<file path="src/rtl/vend_dispense_ctrl.sv">
// Vending dispense controller: after a selection, waits for enough credit and then
// releases the item and returns change, or refunds the credit on cancel or timeout.
module vend_dispense_ctrl #(
    parameter int CURRENCY_WIDTH = 7,
    parameter int PRICE0         = 15,
    parameter int PRICE1         = 20,
    parameter int PRICE2         = 25,
    parameter int PRICE3         = 30,
    parameter int TIMEOUT_CYCLES = 64
) (
    input  logic                      clk,
    input  logic                      rstn,
    input  logic [CURRENCY_WIDTH-1:0] total_currency,
    input  logic                      currency_avail,
    input  logic [1:0]                item_select,
    input  logic                      item_select_valid,
    input  logic                      cancel,
    output logic [1:0]                item_dispense,
    output logic                      item_dispense_valid,
    output logic [CURRENCY_WIDTH-1:0] change_value,
    output logic                      change_valid,
    output logic                      clear_currency,
    output logic                      busy,
    output logic                      timeout_err
);

    localparam int CNT_W = (TIMEOUT_CYCLES > 1) ? $clog2(TIMEOUT_CYCLES) : 1;
    localparam logic [CNT_W-1:0] CNT_LAST = CNT_W'(TIMEOUT_CYCLES - 1);

    typedef enum logic [2:0] {
        IDLE,
        WAIT_FUNDS,
        DISPENSE,
        CHANGE,
        REFUND
    } state_t;

    function automatic logic [CURRENCY_WIDTH-1:0] price_of(input logic [1:0] idx);
        case (idx)
            2'd0:    price_of = CURRENCY_WIDTH'(PRICE0);
            2'd1:    price_of = CURRENCY_WIDTH'(PRICE1);
            2'd2:    price_of = CURRENCY_WIDTH'(PRICE2);
            default: price_of = CURRENCY_WIDTH'(PRICE3);
        endcase
    endfunction

    // Wraps in CURRENCY_WIDTH bits; credit is only latched once it covers the price.
    function automatic logic [CURRENCY_WIDTH-1:0] change_of(
        input logic [CURRENCY_WIDTH-1:0] credit,
        input logic [CURRENCY_WIDTH-1:0] price
    );
        change_of = credit - price;
    endfunction

    state_t                    state_q, state_d;
    logic [1:0]                item_q, item_d;
    logic [CURRENCY_WIDTH-1:0] price_q, price_d;
    logic [CURRENCY_WIDTH-1:0] credit_q, credit_d;
    logic [CNT_W-1:0]          cnt_q, cnt_d;
    logic [CURRENCY_WIDTH-1:0] prev_total_q;

    logic [1:0]                item_dispense_d;
    logic                      item_dispense_valid_d;
    logic [CURRENCY_WIDTH-1:0] change_value_d;
    logic                      change_valid_d;
    logic                      clear_currency_d;
    logic                      busy_d;
    logic                      timeout_err_d;

    logic                      total_changed;
    logic                      funds_ok;
    logic [CURRENCY_WIDTH-1:0] refund_value;
    logic [CURRENCY_WIDTH-1:0] diff;

    assign total_changed = (total_currency != prev_total_q);
    assign funds_ok      = currency_avail && (total_currency >= price_q);
    assign refund_value  = currency_avail ? total_currency : '0;
    assign diff          = change_of(credit_q, price_q);

    always_comb begin
        state_d               = state_q;
        item_d                = item_q;
        price_d               = price_q;
        credit_d              = credit_q;
        cnt_d                 = cnt_q;
        item_dispense_d       = '0;
        item_dispense_valid_d = 1'b0;
        change_value_d        = '0;
        change_valid_d        = 1'b0;
        clear_currency_d      = 1'b0;
        timeout_err_d         = 1'b0;

        case (state_q)
            IDLE: begin
                if (item_select_valid) begin
                    item_d  = item_select;
                    price_d = price_of(item_select);
                    cnt_d   = '0;
                    state_d = WAIT_FUNDS;
                end
            end
            WAIT_FUNDS: begin
                if (cancel) begin
                    state_d          = REFUND;
                    clear_currency_d = 1'b1;
                    change_valid_d   = currency_avail;
                    change_value_d   = refund_value;
                end else if (funds_ok) begin
                    state_d               = DISPENSE;
                    credit_d              = total_currency;
                    item_dispense_valid_d = 1'b1;
                    item_dispense_d       = item_q;
                end else if (cnt_q == CNT_LAST) begin
                    timeout_err_d = 1'b1;
                    if (currency_avail) begin
                        state_d          = REFUND;
                        clear_currency_d = 1'b1;
                        change_valid_d   = 1'b1;
                        change_value_d   = refund_value;
                    end else begin
                        state_d = IDLE;
                    end
                end else begin
                    cnt_d = total_changed ? '0 : cnt_q + CNT_W'(1);
                end
            end
            DISPENSE: begin
                // Outputs are registered, so the CHANGE-cycle pulses are prepared here.
                state_d          = CHANGE;
                clear_currency_d = 1'b1;
                change_valid_d   = (diff != '0);
                change_value_d   = diff;
            end
            CHANGE:  state_d = IDLE;
            REFUND:  state_d = IDLE;
            default: state_d = IDLE;
        endcase

        busy_d = (state_d != IDLE);
    end

    always_ff @(posedge clk or negedge rstn) begin
        if (!rstn) begin
            state_q             <= IDLE;
            item_q              <= '0;
            price_q             <= '0;
            credit_q            <= '0;
            cnt_q               <= '0;
            prev_total_q        <= '0;
            item_dispense       <= '0;
            item_dispense_valid <= 1'b0;
            change_value        <= '0;
            change_valid        <= 1'b0;
            clear_currency      <= 1'b0;
            busy                <= 1'b0;
            timeout_err         <= 1'b0;
        end else begin
            state_q             <= state_d;
            item_q              <= item_d;
            price_q             <= price_d;
            credit_q            <= credit_d;
            cnt_q               <= cnt_d;
            prev_total_q        <= total_currency;
            item_dispense       <= item_dispense_d;
            item_dispense_valid <= item_dispense_valid_d;
            change_value        <= change_value_d;
            change_valid        <= change_valid_d;
            clear_currency      <= clear_currency_d;
            busy                <= busy_d;
            timeout_err         <= timeout_err_d;
        end
    end

endmodule
</file>
<file path="config.mk">
export PLATFORM = sky130hd
export DESIGN_NAME = vend_dispense_ctrl
export DESIGN_NICKNAME = d
export VERILOG_FILES = /design/src/rtl/vend_dispense_ctrl.sv
export SDC_FILE = /design/constraint.sdc
export NUM_CORES = 1
export LEC_CHECK = 0
export BUFFER_PORTS_ARGS = -buffer_cell sky130_fd_sc_hd__buf_4
export CAP_MARGIN = 25
export CORE_ASPECT_RATIO = 1.5
export CORE_MARGIN = 2
export CORE_UTILIZATION = 51
export DETAILED_ROUTE_END_ITERATION = 7
export PLACE_DENSITY_LB_ADDON = 0.08
export SYNTH_ARGS = -nofsm -noshare
export SYNTH_HDL_FRONTEND = slang
export SYNTH_SLANG_ARGS = --single-unit
</file>
<file path="constraint.sdc">
create_clock -name clk -period 2.2 [get_ports clk]
set_input_delay 0.22 -clock clk [delete_from_list [all_inputs] [get_ports clk]]
set_output_delay 0.22 -clock clk [all_outputs]
set_load 0.01 [all_outputs]
</file>
==> metrics, run 1 <==
actual slew at the worst max-slew pin=~0.54 ns; Multi-input gate area=approximately 1100 um2; clk sinks=44; first-pass GRT wire length=~7600 um; slowest CP cell=dfrtp_1; synth warn=0; Top delay family on crit path=compound AO/OA/AOI/OAI gates; postcts setup bufs=0; status=complete, no violations; Die W=57.8 um; largest net degree at the start of global routing=45; VDD IR max=a little under 0.8 mV; Clock Skew=around 0.009 ns; Netlist cell types=46; DRC violations left=0; initial antenna violation count=0; DRT iter0 DRCs=86; mux cell area share after synthesis=under 10%; Routed Antenna Nets=0; Setup Viol. Count Final=0; Worst Slack Setup Final=approximately 0.043 ns; Critical path buffers and inverters=2; Mapped Cells=198; unrepaired setup endpoints after global routing=true; Adder-Cell Fraction of Synth Area=~9.9%; critical path class=reg2reg; Slew Limit Fails=0; CP endpoint kind=register; worst path cell trace=inv_1 -> ha_1 -> inv_1 -> fa_2 -> a21o_1 -> a21oi_2 -> xnor2_1 -> o31a_1 -> a2111o_1; drt wl/cell=approximately 16 um; maximum clock path buffer count=2; Cell Area, Synth=between 2000 and 2500 um2; H-tree Lvls=2; worst slack, placed=-0.0681 ns; via count=1578; simple-gate share of the synthesized area=13.1%; Synth Area in XOR/XNOR=under 10%; clk slew on worst S/H paths=~0.08 ns; global route overflow=0; leakage power=1.32 nW; ranking of synthesized cells by area=dfrtp_1 (50%), ha_1 (9.0%), o21ai_0 (4.5%); cell mode on critical path=inv_1; Die Y=roughly 85 um; Hold WC Path Type=in2reg; core region area=4210 um2; HPWL after DPL=about 3400 um; post-synthesis net count=229; register area=around 1100 um2; n_diodes=0; TritonCTS clock tree=built; largest family of logic cells by synthesized area=compound AO/OA/AOI/OAI gates; ys flop type=dfrtp_1; drt pass-1 iters=4; Final Wtd Congestion=~0.84; async set or reset register ratio after synthesis=100%; final period utilization=~98%; max_cap viols=0; cell area power density=between 1000 and 1500 nW/um2; layout cells sized above 1=between 20% and 30%; Compound-Gate Fraction of Synth Area=between 15 and 20%; crit path DAT=2.34 ns; share of the synthesized area in the top cell type=around half; Final Hold Fails=0; Initial Util=a little over half; Max Clk Rate=approximately 460 MHz; gr usage total=between 20% and 30%; Seq/Total Area, Yosys=49.7%; Core Util, Final=slightly above 60%; Root Driver=clkbuf_8; I/O Pins=28; CP max stage delay=0.39 ns; Layout Nets=~270; Critical Path Start Type=register; Via density=around 5.6; port bufs=27; Post-synth EDFFs=0; worst-path fanout max=2; fillers=360; Rel. slew slack=between 60% and 70%; die area=4900 um2; # rows=29; Yosys reg bits=44; synthesis-to-layout area growth=18.1%; drt total wl=about 4400 um; Mean Syn Cell Area=roughly 11 um2; CTS Buf Count=5; Crit path required time=between 2 and 2.5 ns; number of global-route vias before repair=about 1700; fin crit period=approximately 2.2 ns; Worst-Skew Late Latency=0.29 ns; cell taking the most area after synthesis=dfrtp_1; Fin Setup TNS=0 ns
[routing by layer]
| layer | vias to the layer above | global-route usage (%) | part of all wire [%] |
|---|---|---|---|
| met5 | - | 0 | 0 |
| met4 | 0 | 10.4 | 3.5 |
| met3 | 10 | 3.54 | 3.0 |
| met2 | 28 | 36.3 | 55 |
| met1 | 776 | 23.0 | 38 |
| li1 | 764 | - | - |
[per-stage QoR]
step | power, mW | cells | area [um2] | hold WS, ns
after global placement | 2.53 | 273 | 2510 | 0.235
after global routing | 3.37 | 282 | 2620 | 0.0560
after detailed placement | 2.58 | 273 | 2510 | 0.246
after floorplan | 2.13 | 198 | 2210 | -0.0756
final | 3.11 | 282 | 2620 | 0.0604
after CTS | 3.12 | 282 | 2620 | 0.0554
[synth_stat cells, drive strengths merged, types with 2 or more instances]
master and count:
dfrtp 44, o21ai 22, nor2 20, ha 16, inv 15, nand2 10, xor2 8, a21oi 7
mux2 6, a22o 4, nand2b 4, and3 3, nand3 3, nor3 3, xnor2 3, a21o 2
nand3b 2, nand4 2, o211a 2, o2bb2ai 2, o31ai 2
[kinds of logic (layout without fill, tap and decap cells)]
| group | Yosys count | count (layout) |
|---|---|---|
| compound gates | 48 | 48 |
| xor+xnor | 11 | 11 |
| fa+ha+maj | 17 | 17 |
| buf+inv | 17 | 55 |
| flops | 44 | 44 |
| mux | 6 | 6 |
| simple gates | 55 | 55 |
[layout by cell type, fill, tap and decap left out, types with 2 or more instances in the layout]
cell and instances:
ha_1 16, xor2_1 8, mux2_2 2, a22o_2 4, xnor2_1 3, o2bb2ai_1 2, nand2b_1 4, clkbuf_8 6
nor3_1 3, and3_1 3, a21oi_1 6, dfrtp_1 44, nand2_1 10, nand3b_1 2, nand3_1 3, nor2_1 19
mux2_4 4, inv_1 15, buf_4 30, o21ai_0 20, o21ai_2 2
[final timing paths]
check / slack [ns] / to / start / cells after the start
worst max-delay path: 0.04 / change_valid / credit_q[0] / 9
worst min-delay path: 0.06 / prev_total_q[0] / total_currency[0] / 1
worst max register to register: 0.04 / change_valid / credit_q[0] / 9
worst min register to register: 0.50 / price_q[3] / price_q[3] / 2
max in group asynchronous: 1.38 / credit_q[5] / rstn / 2
min in group asynchronous: 0.45 / state_q[1] / rstn / 2
[cell type report]
class	instances	share of cell area, %
clock buffers	7	3.30
clock inverters	1	0.287
inverters	15	2.15
multi-input cells	137	40.2
flip-flops and latches	44	42.1
well taps	46	2.20
repair buffers	32	9.76
[registers in the layout, summed over array words and instances (netlist names)]
name	flops
change_value	7
credit_q	7
prev_total_q	7
cnt_q	6
price_q	5
state_q	3
item_dispense	2
item_q	2
busy	1
change_valid	1
clear_currency	1
item_dispense_valid	1
timeout_err	1
[report_power, final]
group	switching [mW]	internal [mW]
logic	0.752	0.672
registers	0.134	1.03
clock network	0.263	0.255
[repair_timing]
item                                    CTS  global route
hold buffers                              1             0
hold endpoints to repair                 44             0
pin swaps                                 1             1
endpoints found under the setup margin    1            10
cloned                                    0             0
resized for setup                         2             0
Note: power is estimated with default switching activity, not from simulation.
==> inputs of run 2 (changes only) <==
--- a/config.mk
+++ b/config.mk
@@ -5,11 +5,12 @@
 export SDC_FILE = /design/constraint.sdc
 export NUM_CORES = 1
 export LEC_CHECK = 0
+export ABC_AREA = 1
 export BUFFER_PORTS_ARGS = -buffer_cell sky130_fd_sc_hd__buf_4
 export CAP_MARGIN = 25
 export CORE_ASPECT_RATIO = 1.5
 export CORE_MARGIN = 2
-export CORE_UTILIZATION = 51
+export CORE_UTILIZATION = 52
 export DETAILED_ROUTE_END_ITERATION = 7
 export PLACE_DENSITY_LB_ADDON = 0.08
 export SYNTH_ARGS = -nofsm -noshare
==> run 2 against run 1 <==
  * First-iteration DRC count is 33% lower
  * Critical endpoint is now credit_q[6]
  * Clock power decreased by 14%
  * Largest cell class is now multi-input combinational cells
  * Critical path type unchanged
  * Largest power group unchanged
  * Count of clock-buffer cells in the layout down 2
  * Non-clock buffer count decreased by 4
  * Cell area is 6.7% higher
==> metrics, run 2 <==
Reg2Reg Launch Point=price_q[1]; reg2reg path depth=10 (+1); worst path cell trace=inv_1 -> ha_1 -> nand2_1 -> o21ai_0 -> nand2_1 -> nand2_2 -> nand3_2 -> inv_2 -> nand2_1 -> o21ai_1; Regs by FF count=change_value: 7 flops, credit_q: 7 flops, prev_total_q: 7 flops; cell mode on critical path=nand2_1; Post-Layout Inst Area=2790 um2 (+6.7%); status=complete, no violations; CP endpoint kind=register; drt total wl=4780 um (+9.3%); Clock Skew=0.00389 ns (-0.00494 ns); Crit path required time=2.42 ns (+0.04 ns); CP Capture Point=credit_q[6]; CP max stage delay=0.35 ns (-0.04 ns); Critical Path Start Type=register; most frequent cells in the layout=nand2_1 (88), dfrtp_1 (44), inv_1 (32); Initial Util=53.9% (+1.2 points); worst-path fanout max=12 (+10); R2R Path End=credit_q[6]; mux cell area share after synthesis=0% (-3.7 points); Post-synth EDFFs=0 (unchanged); slowest CP cell=dfrtp_1; share of the synthesized area in the top cell type=45.0% (-4.7 points); post-synthesis net count=322 (+41%); TritonCTS clock tree=built; Layout Nets=355 (+33%); Netlist cell types=29 (-37%); Cell Area, Synth=2450 um2 (+10%); synth warn=0 (unchanged); n_diodes=0 (unchanged); simple-gate share of the synthesized area=31.2% (+18 points); die area=5280 um2 (+7.8%); DP Area=2710 um2 (+8.2%); global route overflow=0 (unchanged); fillers=408 (+13%); Yosys reg bits=44 (unchanged); Worst Slack Setup Final=0.368 ns (+0.325 ns); drt pass-1 iters=4 (unchanged); Routed Antenna Nets=0 (unchanged); cell area power density=1160 nW/um2 (-2.0%); gr usage total=19.9% (-0.63 points); Multi-input gate area=1190 um2 (+13%); Worst-Skew Late Latency=0.29 ns (about the same); crit path DAT=2.05 ns (-0.29 ns); core region area=4540 um2 (+7.9%); initial antenna violation count=0 (unchanged); Crit. Startpoint=price_q[1]; WP depth=10 (+1); Adder-Cell Fraction of Synth Area=9.00% (-0.94 points); Final Wtd Congestion=0.847 (+0.45%); critical path class=reg2reg; number of global-route vias before repair=1786 (+7.1%); leakage power=1.48 nW (+13%); synthesis-to-layout area growth=14.1%; async set or reset register ratio after synthesis=100% (unchanged); Max Clk Rate=546 MHz (+18%); worst slack, placed=0.356 ns (+0.424 ns); most frequent cell after synthesis=nand2_1; maximum clock path buffer count=2 (unchanged); Die W=60 um (+3.8%); postcts setup bufs=0 (unchanged); drt wl/cell=12.4 um (-20%); first-pass GRT wire length=7840 um (+2.9%); largest net degree at the start of global routing=45 (unchanged); Core Util, Final=61.5% (-0.70 points); via count=1906 (+21%); CTS Buf Count=5 (unchanged); Compound-Gate Fraction of Synth Area=4.30% (-12 points); Synth Area in XOR/XNOR=4.30% (-0.054 points); FF-to-FF setup slack=0.37 ns (+0.32 ns); Setup Viol. Count Final=0 (unchanged); Fin Setup TNS=0 ns (unchanged); dpl cells=380 (+39%); ranking of synthesized cells by area=dfrtp_1 (45%), nand2_1 (14%), ha_1 (8.2%); layout cells sized above 1=17.4% (-8.9 points); port bufs=27 (unchanged); DRC violations left=0 (unchanged); clk sinks=44 (unchanged); final period utilization=83.3% (-15 points); Top delay family on crit path=simple AND/OR/NAND/NOR gates; Hold WC Path Type=in2reg; DRT iter0 DRCs=58 (-33%); max_cap viols=0 (unchanged); most frequent cells after synthesis=nand2_1 (88), dfrtp_1 (44), inv_1 (32); ys flop type=dfrtp_1; Via density=4.94 (-12%); # rows=30 (+3.4%); commonest non-fill, non-tap cell in the layout=nand2_1; unrepaired setup endpoints after global routing=false; register area=1100 um2 (unchanged); Mapped Cells=291 (+47%); I/O Pins=28 (unchanged); post-route insts no fill=386 (+37%); Root Driver=clkbuf_8; actual slew at the worst max-slew pin=0.539 ns (-0.000281 ns); largest family of logic cells by synthesized area=simple AND/OR/NAND/NOR gates; VDD IR max=0.866 mV (+9.2%); Critical path buffers and inverters=2 (unchanged); Die Y=88 um (+3.9%); clk slew on worst S/H paths=0.07 ns (about the same); H-tree Lvls=2 (unchanged); cell taking the most area after synthesis=dfrtp_1; HPWL after DPL=3710 um (+9.5%); Seq/Total Area, Yosys=45.0% (-4.7 points); fin crit period=1.83 ns (-0.325 ns); Slew Limit Fails=0 (unchanged); Mean Syn Cell Area=8.41 um2 (-25%); Final Hold Fails=0 (unchanged); Rel. slew slack=64.1% (about the same); post-CTS sizing=0 (-2)
run 2: cell types whose count changed after synthesis, moves of 5 or more:
cell / before / now
a21oi_1: 7 / 2
inv_1: 15 / 32
nand2_1: 10 / 88
nand3_1: 3 / 23
nor2_1: 19 / 24
o21ai_0: 20 / 2
o21ai_1: 0 / 9
run 2: stage by stage:
stage / hold slack, ns / total power [mW]
final: 0.0756 / 3.25
after global routing: 0.0692 / 3.58
after CTS: 0.0692 / 3.28
after detailed placement: 0.248 / 2.83
after global placement: 0.245 / 2.81
after floorplan: -0.0756 / 2.39
run 2: cells by family (layout without fill, tap and decap cells):
family | count (synthesis) | after routing
flip-flops | 44 | 44
adder cells (fa/ha/maj) | 17 | 17
buffers and inverters | 38 | 69
AND/OR/NAND/NOR | 163 | 163
XOR/XNOR | 12 | 12
AO/OA/AOI/OAI | 17 | 17
run 2: power by group:
group	leakage [nW]	internal, mW	switching, mW	total [mW]
clock	0.0359	0.205	0.242	0.447
sequential	0.567	1.03	0.117	1.15
combinational	0.877	0.633	1.02	1.66
total	1.48	1.87	1.38	3.25
run 2: cell type report:
cell class              instances  share of cell area (%)
inverters                      36                    4.84
flip-flops and latches         44                    39.4
well taps                      64                    2.87
repair buffers                 28                    7.62
clock buffers                   5                    2.47
multi-input cells             209                    42.8
run 2: layer usage:
layer	track usage [%]	vias to the layer above	wire [um]
met1	22.8	895	2000
met3	3.40	6	122
met5	0	-	0
met4	6.26	0	64
li1	-	978	-
met2	36.5	27	2590
run 2: repair_timing:
action                     4_1_cts  5_1_grt
setup endpoints to repair        0        0
hold endpoints to repair        44        0
hold buffers                     1        0
run 2: worst min-delay path by stage:
stage | slack, ns | to | depth (start not counted) | start
final | 0.08 | prev_total_q[0] | 1 | total_currency[0]
after CTS | 0.07 | prev_total_q[0] | 1 | total_currency[0]
after floorplan | -0.08 | busy | 0 | rstn
after global routing | 0.07 | prev_total_q[0] | 1 | total_currency[0]
after global placement | 0.25 | cnt_q[2] | 1 | rstn
after detailed placement | 0.25 | cnt_q[2] | 1 | rstn
